### src/rtl/sram_req_sequencer_if.sv
// Host request, FSM command and read-response signals of the SRAM request
// sequencer. The slave modport is the sequencer's view; the master modport
// is the view of whatever drives requests and models the read/write FSMs.
interface sram_req_sequencer_if;
    logic        req_valid;
    logic        req_ready;
    logic        req_write;
    logic [15:0] req_address;
    logic [15:0] req_data;

    logic        wr_start;
    logic [15:0] wr_address;
    logic [15:0] wr_data;
    logic        wr_done;

    logic        rd_start;
    logic [15:0] rd_address;
    logic        rd_done;
    logic [15:0] rd_data;

    logic        resp_valid;
    logic [15:0] resp_data;
    logic        busy;
    logic        err_timeout;

    modport slave (
        input  req_valid, req_write, req_address, req_data,
        input  wr_done, rd_done, rd_data,
        output req_ready, wr_start, wr_address, wr_data,
        output rd_start, rd_address, resp_valid, resp_data, busy, err_timeout
    );

    modport master (
        output req_valid, req_write, req_address, req_data,
        output wr_done, rd_done, rd_data,
        input  req_ready, wr_start, wr_address, wr_data,
        input  rd_start, rd_address, resp_valid, resp_data, busy, err_timeout
    );
endinterface

### src/rtl/sram_req_sequencer.sv
// SRAM request sequencer: buffers host read/write requests in a small FIFO
// and issues them one at a time to the write or read FSM, waiting for done
// before the next. Read data comes back on a one-cycle response strobe.
// Optional WAIT watchdog: define SRAM_SEQ_TIMEOUT_EN to build it.
//
// state  | meaning
// IDLE   | no command in flight; pops the FIFO head when one is queued
// ISSUE  | one-cycle start pulse to the FSM selected by the command type
// WAIT   | waiting for that FSM's done (or watchdog expiry when built)
module sram_req_sequencer #(
    parameter int DEPTH   = 4,
    parameter int TIMEOUT = 16
) (
    input  logic                 i_clk,
    input  logic                 i_rst,
    sram_req_sequencer_if.slave  bus
);
    localparam int PW = $clog2(DEPTH);
    localparam int CW = PW + 1;
    localparam int EW = 33;

    typedef enum logic [1:0] {
        S_IDLE  = 2'd0,
        S_ISSUE = 2'd1,
        S_WAIT  = 2'd2
    } state_t;

    state_t          r_state;
    state_t          w_state_nxt;

    logic [EW-1:0]   r_mem [DEPTH];
    logic [PW-1:0]   r_wr_ptr;
    logic [PW-1:0]   r_rd_ptr;
    logic [CW-1:0]   r_count;

    logic            r_cmd_write;
    logic [15:0]     r_wr_address;
    logic [15:0]     r_wr_data;
    logic [15:0]     r_rd_address;
    logic            r_resp_valid;
    logic [15:0]     r_resp_data;

    logic            w_ready;
    logic            w_push;
    logic            w_pop;
    logic            w_done_cur;
    logic            w_expire;
    logic [EW-1:0]   w_head;

    // ready is forced low while reset is held so nothing is accepted then
    assign w_ready    = (r_count != CW'(DEPTH)) && !i_rst;
    assign w_push     = bus.req_valid && w_ready;
    assign w_head     = r_mem[r_rd_ptr];
    assign w_done_cur = r_cmd_write ? bus.wr_done : bus.rd_done;

`ifdef SRAM_SEQ_TIMEOUT_EN
    localparam int TW = $clog2(TIMEOUT) + 1;

    logic [TW-1:0]   r_wait_cnt;
    logic            r_err_timeout;

    assign w_expire = (r_state == S_WAIT) && (r_wait_cnt == TW'(TIMEOUT - 1));

    // WAIT cycle counter, restarted on every ISSUE so it counts from WAIT entry
    always_ff @(posedge i_clk or posedge i_rst) begin
        if (i_rst) begin
            r_wait_cnt <= '0;
        end else if (r_state == S_ISSUE) begin
            r_wait_cnt <= '0;
        end else if (r_state == S_WAIT) begin
            r_wait_cnt <= r_wait_cnt + TW'(1);
        end
    end

    // abort pulse; a done arriving on the expiry cycle takes precedence
    always_ff @(posedge i_clk or posedge i_rst) begin
        if (i_rst) begin
            r_err_timeout <= 1'b0;
        end else begin
            r_err_timeout <= w_expire && !w_done_cur;
        end
    end

    assign bus.err_timeout = r_err_timeout;
`else
    logic w_unused_timeout;

    assign w_expire         = 1'b0;
    assign w_unused_timeout = (TIMEOUT != 0);
    assign bus.err_timeout  = 1'b0;
`endif

    // state register
    always_ff @(posedge i_clk or posedge i_rst) begin
        if (i_rst) begin
            r_state <= S_IDLE;
        end else begin
            r_state <= w_state_nxt;
        end
    end

    // next-state and pop decision; done is only looked at in WAIT
    always_comb begin
        w_state_nxt = r_state;
        w_pop       = 1'b0;
        case (r_state)
            S_IDLE: begin
                if (r_count != '0) begin
                    w_pop       = 1'b1;
                    w_state_nxt = S_ISSUE;
                end
            end
            S_ISSUE: begin
                w_state_nxt = S_WAIT;
            end
            S_WAIT: begin
                if (w_done_cur || w_expire) begin
                    w_state_nxt = S_IDLE;
                end
            end
            default: begin
                w_state_nxt = S_IDLE;
            end
        endcase
    end

    // FIFO storage; contents need no reset because the pointers are cleared
    always_ff @(posedge i_clk) begin
        if (w_push) begin
            r_mem[r_wr_ptr] <= {bus.req_write, bus.req_address, bus.req_data};
        end
    end

    // FIFO pointers and occupancy; simultaneous push and pop cancel out
    always_ff @(posedge i_clk or posedge i_rst) begin
        if (i_rst) begin
            r_wr_ptr <= '0;
            r_rd_ptr <= '0;
            r_count  <= '0;
        end else begin
            if (w_push) begin
                r_wr_ptr <= r_wr_ptr + PW'(1);
            end
            if (w_pop) begin
                r_rd_ptr <= r_rd_ptr + PW'(1);
            end
            case ({w_push, w_pop})
                2'b10:   r_count <= r_count + CW'(1);
                2'b01:   r_count <= r_count - CW'(1);
                default: r_count <= r_count;
            endcase
        end
    end

    // command registers, loaded only on pop so they hold through WAIT
    always_ff @(posedge i_clk or posedge i_rst) begin
        if (i_rst) begin
            r_cmd_write  <= 1'b0;
            r_wr_address <= '0;
            r_wr_data    <= '0;
            r_rd_address <= '0;
        end else if (w_pop) begin
            r_cmd_write <= w_head[32];
            if (w_head[32]) begin
                r_wr_address <= w_head[31:16];
                r_wr_data    <= w_head[15:0];
            end else begin
                r_rd_address <= w_head[31:16];
            end
        end
    end

    // read response capture and one-cycle strobe
    always_ff @(posedge i_clk or posedge i_rst) begin
        if (i_rst) begin
            r_resp_valid <= 1'b0;
            r_resp_data  <= '0;
        end else begin
            r_resp_valid <= 1'b0;
            if ((r_state == S_WAIT) && !r_cmd_write && bus.rd_done) begin
                r_resp_valid <= 1'b1;
                r_resp_data  <= bus.rd_data;
            end
        end
    end

    // starts decode straight from state so an async reset drops them at once
    assign bus.wr_start   = (r_state == S_ISSUE) &&  r_cmd_write;
    assign bus.rd_start   = (r_state == S_ISSUE) && !r_cmd_write;
    assign bus.wr_address = r_wr_address;
    assign bus.wr_data    = r_wr_data;
    assign bus.rd_address = r_rd_address;
    assign bus.req_ready  = w_ready;
    assign bus.resp_valid = r_resp_valid;
    assign bus.resp_data  = r_resp_data;
    assign bus.busy       = (r_state != S_IDLE);
endmodule

### src/flat_wrapper.sv
// flat-port wrapper written by rule: the top's interface ports become plain ports
module sram_req_sequencer_flat 
#(
    parameter int DEPTH   = 4,
    parameter int TIMEOUT = 16
)
  (i_clk, i_rst, bus_req_valid, bus_req_write, bus_req_address, bus_req_data, bus_wr_done, bus_rd_done, bus_rd_data, bus_req_ready, bus_wr_start, bus_wr_address, bus_wr_data, bus_rd_start, bus_rd_address, bus_resp_valid, bus_resp_data, bus_busy, bus_err_timeout);
  sram_req_sequencer_if bus_i ();
  input  logic i_clk;
  input  logic i_rst;
  input wire logic [$bits(bus_i.req_valid)-1:0] bus_req_valid;
  input wire logic [$bits(bus_i.req_write)-1:0] bus_req_write;
  input wire logic [$bits(bus_i.req_address)-1:0] bus_req_address;
  input wire logic [$bits(bus_i.req_data)-1:0] bus_req_data;
  input wire logic [$bits(bus_i.wr_done)-1:0] bus_wr_done;
  input wire logic [$bits(bus_i.rd_done)-1:0] bus_rd_done;
  input wire logic [$bits(bus_i.rd_data)-1:0] bus_rd_data;
  output wire logic [$bits(bus_i.req_ready)-1:0] bus_req_ready;
  output wire logic [$bits(bus_i.wr_start)-1:0] bus_wr_start;
  output wire logic [$bits(bus_i.wr_address)-1:0] bus_wr_address;
  output wire logic [$bits(bus_i.wr_data)-1:0] bus_wr_data;
  output wire logic [$bits(bus_i.rd_start)-1:0] bus_rd_start;
  output wire logic [$bits(bus_i.rd_address)-1:0] bus_rd_address;
  output wire logic [$bits(bus_i.resp_valid)-1:0] bus_resp_valid;
  output wire logic [$bits(bus_i.resp_data)-1:0] bus_resp_data;
  output wire logic [$bits(bus_i.busy)-1:0] bus_busy;
  output wire logic [$bits(bus_i.err_timeout)-1:0] bus_err_timeout;
  assign bus_i.req_valid = bus_req_valid;
  assign bus_i.req_write = bus_req_write;
  assign bus_i.req_address = bus_req_address;
  assign bus_i.req_data = bus_req_data;
  assign bus_i.wr_done = bus_wr_done;
  assign bus_i.rd_done = bus_rd_done;
  assign bus_i.rd_data = bus_rd_data;
  assign bus_req_ready = bus_i.req_ready;
  assign bus_wr_start = bus_i.wr_start;
  assign bus_wr_address = bus_i.wr_address;
  assign bus_wr_data = bus_i.wr_data;
  assign bus_rd_start = bus_i.rd_start;
  assign bus_rd_address = bus_i.rd_address;
  assign bus_resp_valid = bus_i.resp_valid;
  assign bus_resp_data = bus_i.resp_data;
  assign bus_busy = bus_i.busy;
  assign bus_err_timeout = bus_i.err_timeout;
  sram_req_sequencer #(.DEPTH(DEPTH), .TIMEOUT(TIMEOUT)) u_core (.i_clk(i_clk), .i_rst(i_rst), .bus(bus_i));
endmodule
### config.mk
export PLATFORM = sky130hd
export DESIGN_NAME = sram_req_sequencer_flat
export DESIGN_NICKNAME = d
export VERILOG_FILES = /design/src/rtl/sram_req_sequencer_if.sv /design/src/rtl/sram_req_sequencer.sv /design/src/flat_wrapper.sv
export SDC_FILE = /design/constraint.sdc
export NUM_CORES = 1
export LEC_CHECK = 0
export ABC_AREA = 1
export CORE_ASPECT_RATIO = 1.4
export CORE_UTILIZATION = 49
export DETAILED_ROUTE_END_ITERATION = 6
export PLACE_DENSITY = 0.76
export SETUP_SLACK_MARGIN = 0.1
export SYNTH_ARGS = -nofsm -noshare
export SYNTH_HDL_FRONTEND = slang
export SYNTH_SLANG_ARGS = --single-unit
### constraint.sdc
create_clock -name i_clk -period 2.6 [get_ports i_clk]
set_input_delay 0.26 -clock i_clk [delete_from_list [all_inputs] [get_ports i_clk]]
set_output_delay 0.26 -clock i_clk [all_outputs]
set_load 0.02 [all_outputs]
# == Word level (Yosys, flattened, before mapping) ==
# Memories as Yosys holds them, arrays and structs flattened.
# Cells that the tools add are included.
# word_totals
regBits,75
inputBits,54
memories,1
mem_bits_rw,132
# op_classes
n_addsub,4
n_reduce_logical,15
bitwise,1
eq_ne,7
muxes,10
# mem_list
name,words,width,rd,rd_clocked_by_memory_dff,wr,line_no,source
u_core.r_mem,4,33,1,0,1,sram_req_sequencer.sv:31,logic [EW-1:0] r_mem [DEPTH];
# op_table
operator,count
$logic_and A1 B1 Y1,6
$mux W1,6
$pmux W2 S3,1
$pmux W3 S2,1
$reduce_and A2 Y1,3
$add A2 B1 Y2 const B,2
$eq A2 B1 Y1 const B,2
$eq A2 B2 Y1 const B,2
$mux W2,2
$ne A2 B1 Y1 const B,2
$reduce_bool A2 Y1,2
$add A3 B1 Y3 const B,1
$ne A3 B3 Y1 const B,1
$reduce_bool A3 Y1,1
$sub A3 B1 Y3 const B,1
$logic_not A1 Y1,2
$logic_not A2 Y1,1
$not A1 Y1,1

# == Depth between registers and ports, before layout ==
# Gate-level depths: netlist of the first run.
# logic_depth
depth_word,5
depth_mapped,10
mapped_depth_nobuf,9

# == Worst setup path before layout of the first run ==
# OpenSTA, ideal clock, no wires.
# synth_path
path_type,input to register
start,in i_rst
end,mem u_core.r_mem[0][0] (enable)
arrival_ns,3.986
n_path_buf,0
path_slack_ns,-1.809
required_time_ns,2.177
cell_stages,3
cell_sequence,inv_1 -> nand3_1 -> nor2_1
# synth_between
elab_chain_len,5
# synth_lines
item,line_no,source
"start, declared",flat_wrapper.sv:10,input logic i_rst;
$logic_not A1 Y1,sram_req_sequencer.sv:51,assign w_ready = (r_count != CW'(DEPTH)) && !i_rst;
$logic_and A1 B1 Y1,sram_req_sequencer.sv:51,
$logic_and A1 B1 Y1,sram_req_sequencer.sv:52,assign w_push = bus.req_valid && w_ready;
$mux W1,sram_req_sequencer.sv:129,if (w_push) begin
$mux W1 (not written as such),sram_req_sequencer.sv:130,"r_mem[r_wr_ptr] <= {bus.req_write, bus.req_address, bus.req_data};"
"end, declared",sram_req_sequencer.sv:31,
# No other way between the ends.

# == Worst setup path after layout of the first run ==
# layout_path
start,reg u_core.r_rd_ptr[0]
end,reg u_core.r_cmd_write
# layout_between
elab_chain_len,1
# layout_lines
item,line_no,source
"start, declared",sram_req_sequencer.sv:33,logic [PW-1:0] r_rd_ptr;
"start signal, assigned",sram_req_sequencer.sv:145,r_rd_ptr <= r_rd_ptr + PW'(1);
$mem_v2 Z4 W33,--,
"end signal, assigned",sram_req_sequencer.sv:163,r_cmd_write <= w_head[32];
"end, declared",sram_req_sequencer.sv:36,logic r_cmd_write;
# No other way between the ends.
# A chain may end at the register's enable or synchronous reset.

==> results of run 1 <==
## layout make-up
class,count,share of cell area (%)
inverter,148,5.196
tap,236,2.743
clock inverter,6,0.2557
sequential,207,54.27
antenna,1,0.02325
clock buffer,30,5.289
multi-input combinational,476,19.53
timing repair buffer,138,12.69
## report_power, final
part	internal (mW)	switching, mW	total (mW)	leakage (nW)
Combinational	1.89	3.22	5.10	2.56
Clock	1.51	1.11	2.62	0.294
Sequential	4.31	0.365	4.67	2.13
Total	7.71	4.69	12.4	4.98
## cells in the mapped netlist, types with 2 or more instances
| library cell | n |
|---|---|
| inv_1 | 145 |
| xor2_1 | 2 |
| ha_1 | 5 |
| dfrtp_1 | 75 |
| o21ai_0 | 4 |
| edfxtp_1 | 132 |
| nand3_1 | 117 |
| inv_2 | 2 |
| nand2_2 | 4 |
| buf_2 | 25 |
| buf_1 | 4 |
| nor2_1 | 12 |
| a21oi_1 | 5 |
| buf_4 | 3 |
| clkbuf_1 | 5 |
| nand2_1 | 322 |
## worst min path at each step
| stage | to | depth (start not counted) |
|---|---|---|
| floorplan | u_core.r_mem[0][0] | 0 |
| global placement | u_core.bus.wr_data[15] | 2 |
| detailed placement | u_core.bus.wr_address[14] | 2 |
| CTS | u_core.bus.resp_data[15] | 3 |
| global route | u_core.bus.resp_data[8] | 3 |
| finish | u_core.bus.resp_data[12] | 3 |
## layout by cell type, fill, tap and decap left out, types with 2 or more instances in the layout
| cell | netlist | final |
|---|---|---|
| clkinv_2 | 0 | 4 |
| o21ai_0 | 4 | 2 |
| dfrtp_1 | 75 | 74 |
| clkdlybuf4s50_1 | 0 | 122 |
| edfxtp_1 | 132 | 132 |
| a21oi_1 | 5 | 5 |
| clkbuf_1 | 5 | 8 |
| clkinv_1 | 1 | 3 |
| xor2_1 | 2 | 2 |
| ha_1 | 5 | 4 |
| nor2_1 | 12 | 8 |
| buf_4 | 3 | 14 |
| inv_2 | 2 | 3 |
| nor2_4 | 0 | 4 |
| clkbuf_16 | 0 | 21 |
| inv_1 | 145 | 143 |
| o21ai_1 | 0 | 2 |
| nand2_1 | 322 | 322 |
| nand3_1 | 117 | 116 |
| nand2_2 | 4 | 4 |
| buf_12 | 0 | 2 |
## per-stage QoR
| stage | utilization [%] | power [mW] | area [µm²] | cells |
|---|---|---|---|---|
| 2_1_floorplan | - | 7.943 | 8663 | 868 |
| 3_3_place_gp | 58.90 | 9.724 | 10160 | 1205 |
| 3_5_place_dp | 58.90 | 9.877 | 10160 | 1205 |
| 4_1_cts | 62.35 | 12.52 | 10760 | 1241 |
| 5_1_grt | 62.37 | 13.19 | 10760 | 1242 |
| 6_report | 62.37 | 12.40 | 10760 | 1242 |
## routing by layer
layer | vias up | GRT usage (%) | part of all wire (%)
met4 | 2 | 7.792 | 2.2
met3 | 28 | 3.045 | 5.6
met1 | 2774 | 23.67 | 41
li1 | 2950 | - | -
met5 | - | 0 | 0.075
met2 | 173 | 34.41 | 51
## worst max-delay path: stages, from the launching register on
cell and delay (ns):
dfrtp_2 0.39, buf_4 0.38, nand2_1 0.11, nand3_1 0.11
nand2_2 0.22, nand2_2 0.62, o21ai_0 0.18
## registers in the layout, summed over array words and instances, names as in the netlist
signal,count
u_core.r_mem,132
u_core.bus.resp_data,16
u_core.r_cmd_write,1
u_core.r_rd_ptr,2
u_core.bus.rd_address,16
u_core.r_count,3
u_core.bus.wr_address,16
u_core.bus.wr_data,16
u_core.r_wr_ptr,2
u_core.r_state,2
u_core.bus.resp_valid,1
## cells by family (layout without fill, tap and decap cells)
kind of cell / Yosys count / after routing / synth area share [%]
buf+inv: 185 / 322 / 8.547
fa+ha+maj: 6 / 6 / 0.9578
other cells: 1 / 2 / 0.04349
xor+xnor: 3 / 3 / 0.3048
flops: 207 / 207 / 67.74
compound gates: 10 / 10 / 0.7111
simple gates: 456 / 456 / 21.69
==> results.ini, run 1 <==
[global_routing]
grt_pass1_wl_mm = 27.74
grt_max_degree = 76
grt_pass1_vias = 5807
overflow = 0
antenna_found_initial = 2
track_usage_pct = 19.49

[outcome]
status = finished clean

[floorplan]
initial_core_util_pct = 49.96
core_um2 = 17260
core.rowCount = 57
die_w_um = 114.1
fp.dieH_um = 159.0
boundaryPins = 124
die_area_um2 = 18140

[cells_and_area]
multi_input_area_um2 = 2102
drive_gt1_share_pct = 5.970
syn_to_final_growth_pct = 24.84
final_nets = 1051
layout.filler_cells = 1416
seq_area_um2 = 5842

[setup_path]
arrival_ns = 2.49
critPathKind = flop to flop
worstPathRequired_ns = 2.92
worstReg2RegStart = u_core.r_rd_ptr[0]
startpoint_type = flop
end_kind = flop
ff2ff_path_depth = 6
reg2reg_slack_ns = 0.42
worstSetupEndpoint = u_core.r_cmd_write
cp_max_fo = 41
crit_start = u_core.r_rd_ptr[0]
r2r_end = u_core.r_cmd_write

[sta]
holdWs_ns = 0.3207
tightest_slew_ns = 0.9606
worst_slack_ns = 0.4226
setup_tns_ns = 0
max_freq_mhz = 459.3
maxSlewHeadroom_pct = 35.96
rsz0062_at_grt = false
period_needed_ns = 2.177
maxSlewViolCount = 0
period_share_pct = 83.75
setup_violations = 0
skew_ns = 0.008202
finalHoldViolCount = 0

[logic_synthesis]
synth_enable_flop_cells = 132
synth.avg_cell_area_um2 = 9.933
ys_types = 22
synth_top_cell_area_share_pct = 45.97
syn-cell-area_um2 = 8622
ys_seq_area_share_pct = 67.74
synth_ff_type = edfxtp_1
synth_cells = 868
ys_async_sr_fraction_pct = 36.23
ys_ff_latch = 207
yosysTopAreaCell = edfxtp_1
synth_fp_nets = 928
yosys_warnings = 0
ys_top_cells_by_area = edfxtp_1 (46%), dfrtp_1 (22%), nand2_1 (14%)

[pwr]
ir_worst_vdd_mv = 0.6274
p_leak_nw = 4.983
power_density_nw_per_um2 = 1152

[route]
firstDrtPassIters = 5
drt_iter0_drc = 318
routedWlPerCell_um = 13.99
antenna_left = 0
vias = 5927
wirelength_mm = 17.38
via_per_inst = 4.772
drc = 0

[place]
hpwl_mm = 11.36
gp_congestion = 0.7616
port_buffers = 122
place_ws_ns = 0.4098

[clock_tree]
clockRootBuffer = clkbuf_16
hold_buffers = 0
cts_htree_levels = 1
insertion_delay_ns = 0.48
clock_path_buffers = 3
numCtsBuffers = 20
cts_resized = 0
cts_setup_buffers = 0
clkTransAtPathRegs_ns = 0.06
cts_tree = built
clock_sinks = 207

[job]
max_cap_violations = 0

[hold_path]
hp-start = bus_rd_data[12]
holdCritPathClass = input pin to flop

No activity file was read; power rests on OpenSTA's default activity.
==> run 2, diff against run 1 <==
clock period = 2 ns   (was 2.6 ns; I/O delays follow)
==> run 2 against run 1 <==
Against the previous run:
- register-to-register slack worse by 0.20 ns
- combinational power is 33% higher
- clock skew hardly changed
- highest routed layer is now met4
==> results.ini, run 2 (synthesis gave the netlist of run 1 again) <==
[route]
dr_wl_met2_mm = 8.815  ; -1.3%
wl_met3_um = 904  ; -6.7%
vias = 5949  ; +0.37%
highest_layer = met4
antenna_left = 0  ; unchanged
wirelength_mm = 17.35  ; -0.17%
routedWlPerCell_um = 13.95  ; -0.33%
met1Wirelength_mm = 7.037  ; -0.76%
via_per_inst = 4.782  ; +0.21%
firstDrtPassIters = 4  ; -1
drt_iter0_drc = 401  ; +26%
drc = 0  ; unchanged

[global_routing]
antenna_found_initial = 0  ; -2
grt_max_degree = 76  ; unchanged
overflow = 0  ; unchanged
grt_pass1_wl_mm = 28.46  ; +2.6%
grt_pass1_vias = 5864  ; +0.98%
track_usage_pct = 19.85  ; +0.36 points

[outcome]
status = finished clean

[pwr]
total_power_mw = 16.40  ; +32%
p_comb_share_pct = 41.5  ; +0.3 points
swShare_pct = 37.78  ; -0.058 points
p_switching_mw = 6.195  ; +32%
power_density_nw_per_um2 = 1507  ; +31%
ir_worst_vdd_mv = 0.9651  ; +54%
clock_power_share_pct = 21.4  ; +0.3 points
p_leak_nw = 5.054  ; +1.4%
seq_power_share_pct = 37.1  ; -0.6 points
power.internal_mw = 10.20  ; +32%

[floorplan]
boundaryPins = 124  ; unchanged
core_um2 = 17260  ; unchanged
fp.dieH_um = 159.0  ; unchanged
die_w_um = 114.1  ; unchanged
core.rowCount = 57  ; unchanged
initial_core_util_pct = 49.96  ; unchanged
die_area_um2 = 18140  ; unchanged

[cells_and_area]
top_register = u_core.r_mem
fin_area_um2 = 10880  ; +1.1%
drive_gt1_share_pct = 7.242  ; +1.3 points
syn_to_final_growth_pct = 26.19
largest_reg_flops = 132  ; unchanged
layout_common_cells = nand2_1 (320), inv_1 (143), edfxtp_1 (132)
antenna-diode-count = 0  ; -1
fin_util_pct = 63.04  ; +0.67 points
layout.filler_cells = 1380  ; -2.5%
final_nets = 1056  ; +0.48%
layout.cells.most_common = nand2_1

[clock_tree]
cts_tree = built
insertion_delay_ns = 0.48  ; about the same
clock_sinks = 207  ; unchanged
hold_buffers = 0  ; unchanged
clkTransAtPathRegs_ns = 0.07  ; about the same
cts_setup_buffers = 0  ; unchanged
clock_path_buffers = 3  ; unchanged
cts_htree_levels = 1  ; unchanged
numCtsBuffers = 19  ; -5.0%
clockRootBuffer = clkbuf_16

[sta]
max_freq_mhz = 563.4  ; +23%
setup_violations = 0  ; unchanged
worst_slack_ns = 0.2251  ; -0.1974 ns
period_share_pct = 88.74  ; +5.0 points
setup_tns_ns = 0  ; unchanged
skew_ns = 0.008331  ; +0.0001291 ns
maxSlewHeadroom_pct = 36.28  ; +0.32 points
tightest_slew_ns = 0.9559  ; -0.004737 ns
period_needed_ns = 1.775  ; -0.4026 ns
maxSlewViolCount = 0  ; unchanged
finalHoldViolCount = 0  ; unchanged
rsz0062_at_grt = false

[setup_path]
startpoint_type = flop
worstPathRequired_ns = 2.36  ; -0.56 ns
end_kind = flop
ff2ff_path_depth = 9  ; +3
r2r_end = u_core.r_count[2]
arrival_ns = 2.14  ; -0.35 ns
worstReg2RegStart = u_core.r_count[1]
reg2reg_slack_ns = 0.23  ; -0.20 ns
cp_max_fo = 5  ; -88%
worstSetupEndpoint = u_core.r_count[2]
crit_start = u_core.r_count[1]
critPathKind = flop to flop

[hold_path]
hp-start = bus_rd_data[12]
holdCritPathClass = input pin to flop

[place]
port_buffers = 122  ; unchanged
dpl-instance-area_um2 = 10260  ; +0.94%
place_ws_ns = 0.01927  ; -0.3905 ns
gp_congestion = 0.7760  ; +1.9%
hpwl_mm = 11.16  ; -1.8%

[job]
max_cap_violations = 0  ; unchanged

-- run 2: cell types whose count changed in the layout (fill, tap and decap cells not counted), sizes merged --
| cell | before | now |
|---|---|---|
| dlymetal6s2s | 0 | 1 |
| bufinv | 0 | 1 |
| dlygate4sd2 | 0 | 3 |
| inv | 146 | 147 |
| clkbuf | 30 | 24 |
| clkdlybuf4s50 | 122 | 118 |
| diode | 1 | 0 |
| clkinvlp | 1 | 2 |
| buf | 16 | 22 |
-- run 2: critical path, stage by stage (launching register included) --
cell     delay, ns
dfrtp_1       0.42
nor2_4        0.19
nand2_2       0.09
nand3_4       0.08
ha_4          0.13
inv_2         0.04
fa_2          0.34
a21oi_1       0.13
o21ai_1       0.09
xor2_1        0.14
-- run 2: timing repair --
action                                  in CTS  in global routing
gates resized for setup                      4                  3
pin swaps                                    0                  1
endpoints found under the setup margin       4                 18
endpoints found under the hold margin        0                  0
-- run 2: power groups by stage --
stage | clock (mW) | combinational, mW | sequential (mW)
after detailed placement | 0 | 6.84 | 6.15
after CTS | 3.58 | 6.86 | 6.09
after global routing | 3.75 | 7.55 | 6.18
after floorplan | 0 | 3.50 | 6.83
after global placement | 0 | 6.67 | 6.13
final | 3.51 | 6.80 | 6.08
-- run 2: cell type report --
type,count,area [µm²],share of cell area (%)
Sequential cell,207,5842,53.69
Clock buffer,24,526.8,4.841
Timing Repair Buffer,144,1460,13.42
Clock inverter,9,85.08,0.7820
Inverter,148,559.3,5.140
Multi-Input combinational cell,476,2112,19.41
Tap cell,236,295.3,2.714
-- run 2: routing by layer --
metal / vias to the layer above / track usage [%]
met4: 0 / 8.205
li1: 2957 / -
met3: 49 / 2.398
met1: 2761 / 25.04
met5: - / 0
met2: 182 / 34.46
-- run 2: how the worst min path moves through the flow --
stage,to,cells after the start
2_1_floorplan,u_core.r_mem[0][0],0
5_1_grt,u_core.bus.resp_data[12],3
6_report,u_core.bus.resp_data[12],3
3_3_place_gp,u_core.bus.wr_data[3],2
4_1_cts,u_core.bus.resp_data[12],3
3_5_place_dp,u_core.bus.wr_data[3],2
-- run 2: per-stage QoR --
step | std cells | hold slack [ns]
final | 1244 | 0.2533
after global routing | 1244 | 0.2607
after CTS | 1244 | 0.2482
after detailed placement | 1211 | 0.4575
after global placement | 1211 | 0.4553
after floorplan | 868 | 0.2989
==> run 3, diff against run 2 <==
CTS_CLUSTER_SIZE = 16   (was default)
TNS_END_PERCENT = 10   (was default)
==> run 3 against run 2 <==
Against the previous run:
- global-route usage up 0.39 points
- sequential cell count unchanged
- final area up 0.69%
- largest cell class unchanged
- count of clock-buffer cells in the layout up 1
- first-iteration DRC count down 33%
- hold slack worse by 0.010 ns
==> results.ini, run 3 (synthesis gave the netlist of run 1 again) <==
[clock_tree]
insertion_delay_ns = 0.49  ; about the same
numCtsBuffers = 20  ; +1
cts_tree = built
clock_sinks = 207  ; unchanged
cts_htree_levels = 1  ; unchanged
hold_buffers = 0  ; unchanged
clock_path_buffers = 3  ; unchanged
clockRootBuffer = clkbuf_16
clkTransAtPathRegs_ns = 0.06  ; about the same

[hold_path]
holdCritPathClass = input pin to flop
whs_path_depth = 3  ; unchanged
holdPathEnd = u_core.bus.resp_data[10]
hp-start = bus_rd_data[10]

[pwr]
p_switching_mw = 6.236  ; +0.66%
p_comb_share_pct = 40.3  ; -1.2 points
power_density_nw_per_um2 = 1530  ; +1.5%
total_power_mw = 16.76  ; +2.2%
swShare_pct = 37.20  ; -0.58 points
power.internal_mw = 10.53  ; +3.2%
seq_power_share_pct = 36.3  ; -0.8 points
ir_worst_vdd_mv = 0.8270  ; -14%
clock_power_share_pct = 23.3  ; +1.9 points
p_leak_nw = 5.114  ; +1.2%

[sta]
period_share_pct = 91.45  ; +2.7 points
max_freq_mhz = 546.7  ; -3.0%
setup_violations = 0  ; unchanged
skew_ns = 0.009051  ; +0.0007204 ns
period_needed_ns = 1.829  ; +0.05418 ns
maxSlewViolCount = 0  ; unchanged
tightest_slew_ns = 0.9703  ; +0.01442 ns
finalHoldViolCount = 0  ; unchanged
maxSlewHeadroom_pct = 35.31  ; -0.96 points
setup_tns_ns = 0  ; unchanged
rsz0062_at_grt = true

[floorplan]
die_w_um = 114.1  ; unchanged
core_um2 = 17260  ; unchanged
boundaryPins = 124  ; unchanged
fp.dieH_um = 159.0  ; unchanged
core.rowCount = 57  ; unchanged
initial_core_util_pct = 49.96  ; unchanged
die_area_um2 = 18140  ; unchanged

[cells_and_area]
top_register = u_core.r_mem
largest_reg_flops = 132  ; unchanged
layout_common_cells = nand2_1 (322), inv_1 (144), edfxtp_1 (132)
syn_to_final_growth_pct = 27.06
final_nets = 1060  ; +0.38%
layout.filler_cells = 1371  ; -0.65%
drive_gt1_share_pct = 7.298  ; +0.056 points
layout.cells.most_common = nand2_1
antenna-diode-count = 0  ; unchanged

[job]
max_cap_violations = 0  ; unchanged

[route]
wirelength_mm = 17.82  ; +2.7%
routedWlPerCell_um = 14.26  ; +2.2%
drc = 0  ; unchanged
antenna_left = 0  ; unchanged
via_per_inst = 4.767  ; -0.31%
firstDrtPassIters = 5  ; +1
vias = 5959  ; +0.17%
drt_iter0_drc = 269  ; -33%

[setup_path]
end_kind = flop
crit_start = u_core.r_count[0]
reg2reg_slack_ns = 0.17  ; -0.05 ns
slowest_stage = dfrtp_1
max_stage_delay_ns = 0.43  ; about the same
worstPathRequired_ns = 2.37  ; about the same
worstReg2RegStart = u_core.r_count[0]
arrival_ns = 2.20  ; +0.06 ns
r2r_end = u_core.r_count[2]
cp_max_fo = 5  ; unchanged
startpoint_type = flop
crit_path_cell_trace = nor2_4, nand2_1, nand3_4, ha_4, inv_1, fa_2, a21oi_1, o21ai_1, xor2_1
critPathKind = flop to flop
ff2ff_path_depth = 9  ; unchanged

[global_routing]
grt_max_degree = 76  ; unchanged
antenna_found_initial = 0  ; unchanged
overflow = 0  ; unchanged
grt_pass1_wl_mm = 28.88  ; +1.5%
grt_pass1_vias = 5959  ; +1.6%
track_usage_pct = 20.25  ; +0.39 points

[place]
port_buffers = 122  ; unchanged
hpwl_mm = 11.23  ; +0.60%
gp_congestion = 0.7695  ; -0.84%

[outcome]
status = finished clean

[run 3: cell count changes in the layout (fill, tap and decap cells not counted), sizes merged]
| cell | before | now |
|---|---|---|
| bufinv | 1 | 3 |
| clkbuf | 24 | 25 |
| dlymetal6s2s | 1 | 3 |
| clkinv | 7 | 6 |
| buf | 22 | 25 |
| dlygate4sd2 | 3 | 1 |
| inv | 147 | 148 |
[run 3: what timing repair did]
| action | 4_1_cts | 5_1_grt |
|---|---|---|
| gates resized for setup | 2 | 3 |
| setup endpoints to repair | 5 | 4 |
| buffers inserted | 0 | 0 |
| hold endpoints to repair | 0 | 0 |
[run 3: area by class of cell]
| type | instances | area [µm²] | area share (%) |
|---|---|---|---|
| Timing Repair Buffer | 147 | 1465 | 13.37 |
| Multi-Input combinational cell | 476 | 2107 | 19.23 |
| Tap cell | 236 | 295.3 | 2.695 |
| Clock inverter | 11 | 136.4 | 1.245 |
| Inverter | 148 | 559.3 | 5.105 |
| Sequential cell | 207 | 5842 | 53.32 |
| Clock buffer | 25 | 550.5 | 5.025 |
[run 3: stage by stage]
step | cell area, µm² | instances | utilization [%] | hold WS (ns) | setup WS (ns)
floorplan | 8663 | 868 | - | 0.2989 | -0.7464
global placement | 10260 | 1214 | 59.43 | 0.4526 | 0.04822
detailed placement | 10260 | 1214 | 59.43 | 0.4573 | 0.02934
CTS | 10950 | 1250 | 63.43 | 0.2299 | 0.02586
global route | 10960 | 1250 | 63.48 | 0.2499 | 0.008485
finish | 10960 | 1250 | 63.48 | 0.2431 | 0.1710
[run 3: worst max-delay path: cells and delay by family, from the launching register on]
kind	cells	cell delay [ns]
xor+xnor	1	0.14
fa+ha+maj	2	0.46
flops	1	0.43
buf+inv	1	0.05
simple gates	3	0.40
compound gates	2	0.22
[run 3: worst max-delay path by stage]
stage                                   end  cells after the start
after global placement    u_core.r_count[2]                      9
after CTS                      bus_rd_start                      4
after floorplan           u_core.r_count[2]                      8
after detailed placement  u_core.r_count[2]                      9
after global routing      u_core.r_count[2]                      9
final                     u_core.r_count[2]                      9
[run 3: per-layer routing]
layer / share of wire (%) / GRT usage, % / up-vias
met5: 0 / 0 / -
met2: 51 / 35.59 / 187
li1: - / - / 2972
met4: 3.3 / 8.619 / 0
met1: 40 / 24.65 / 2755
met3: 5.5 / 2.931 / 45
[run 3: power groups by stage]
stage               Clock (mW)  Combinational, mW  Sequential (mW)
floorplan                    0               3.48             6.83
finish                    3.91               6.76             6.09
detailed placement           0               6.81             6.16
global placement             0               6.64             6.13
global route              4.14               7.52             6.19
CTS                       3.96               6.86             6.09
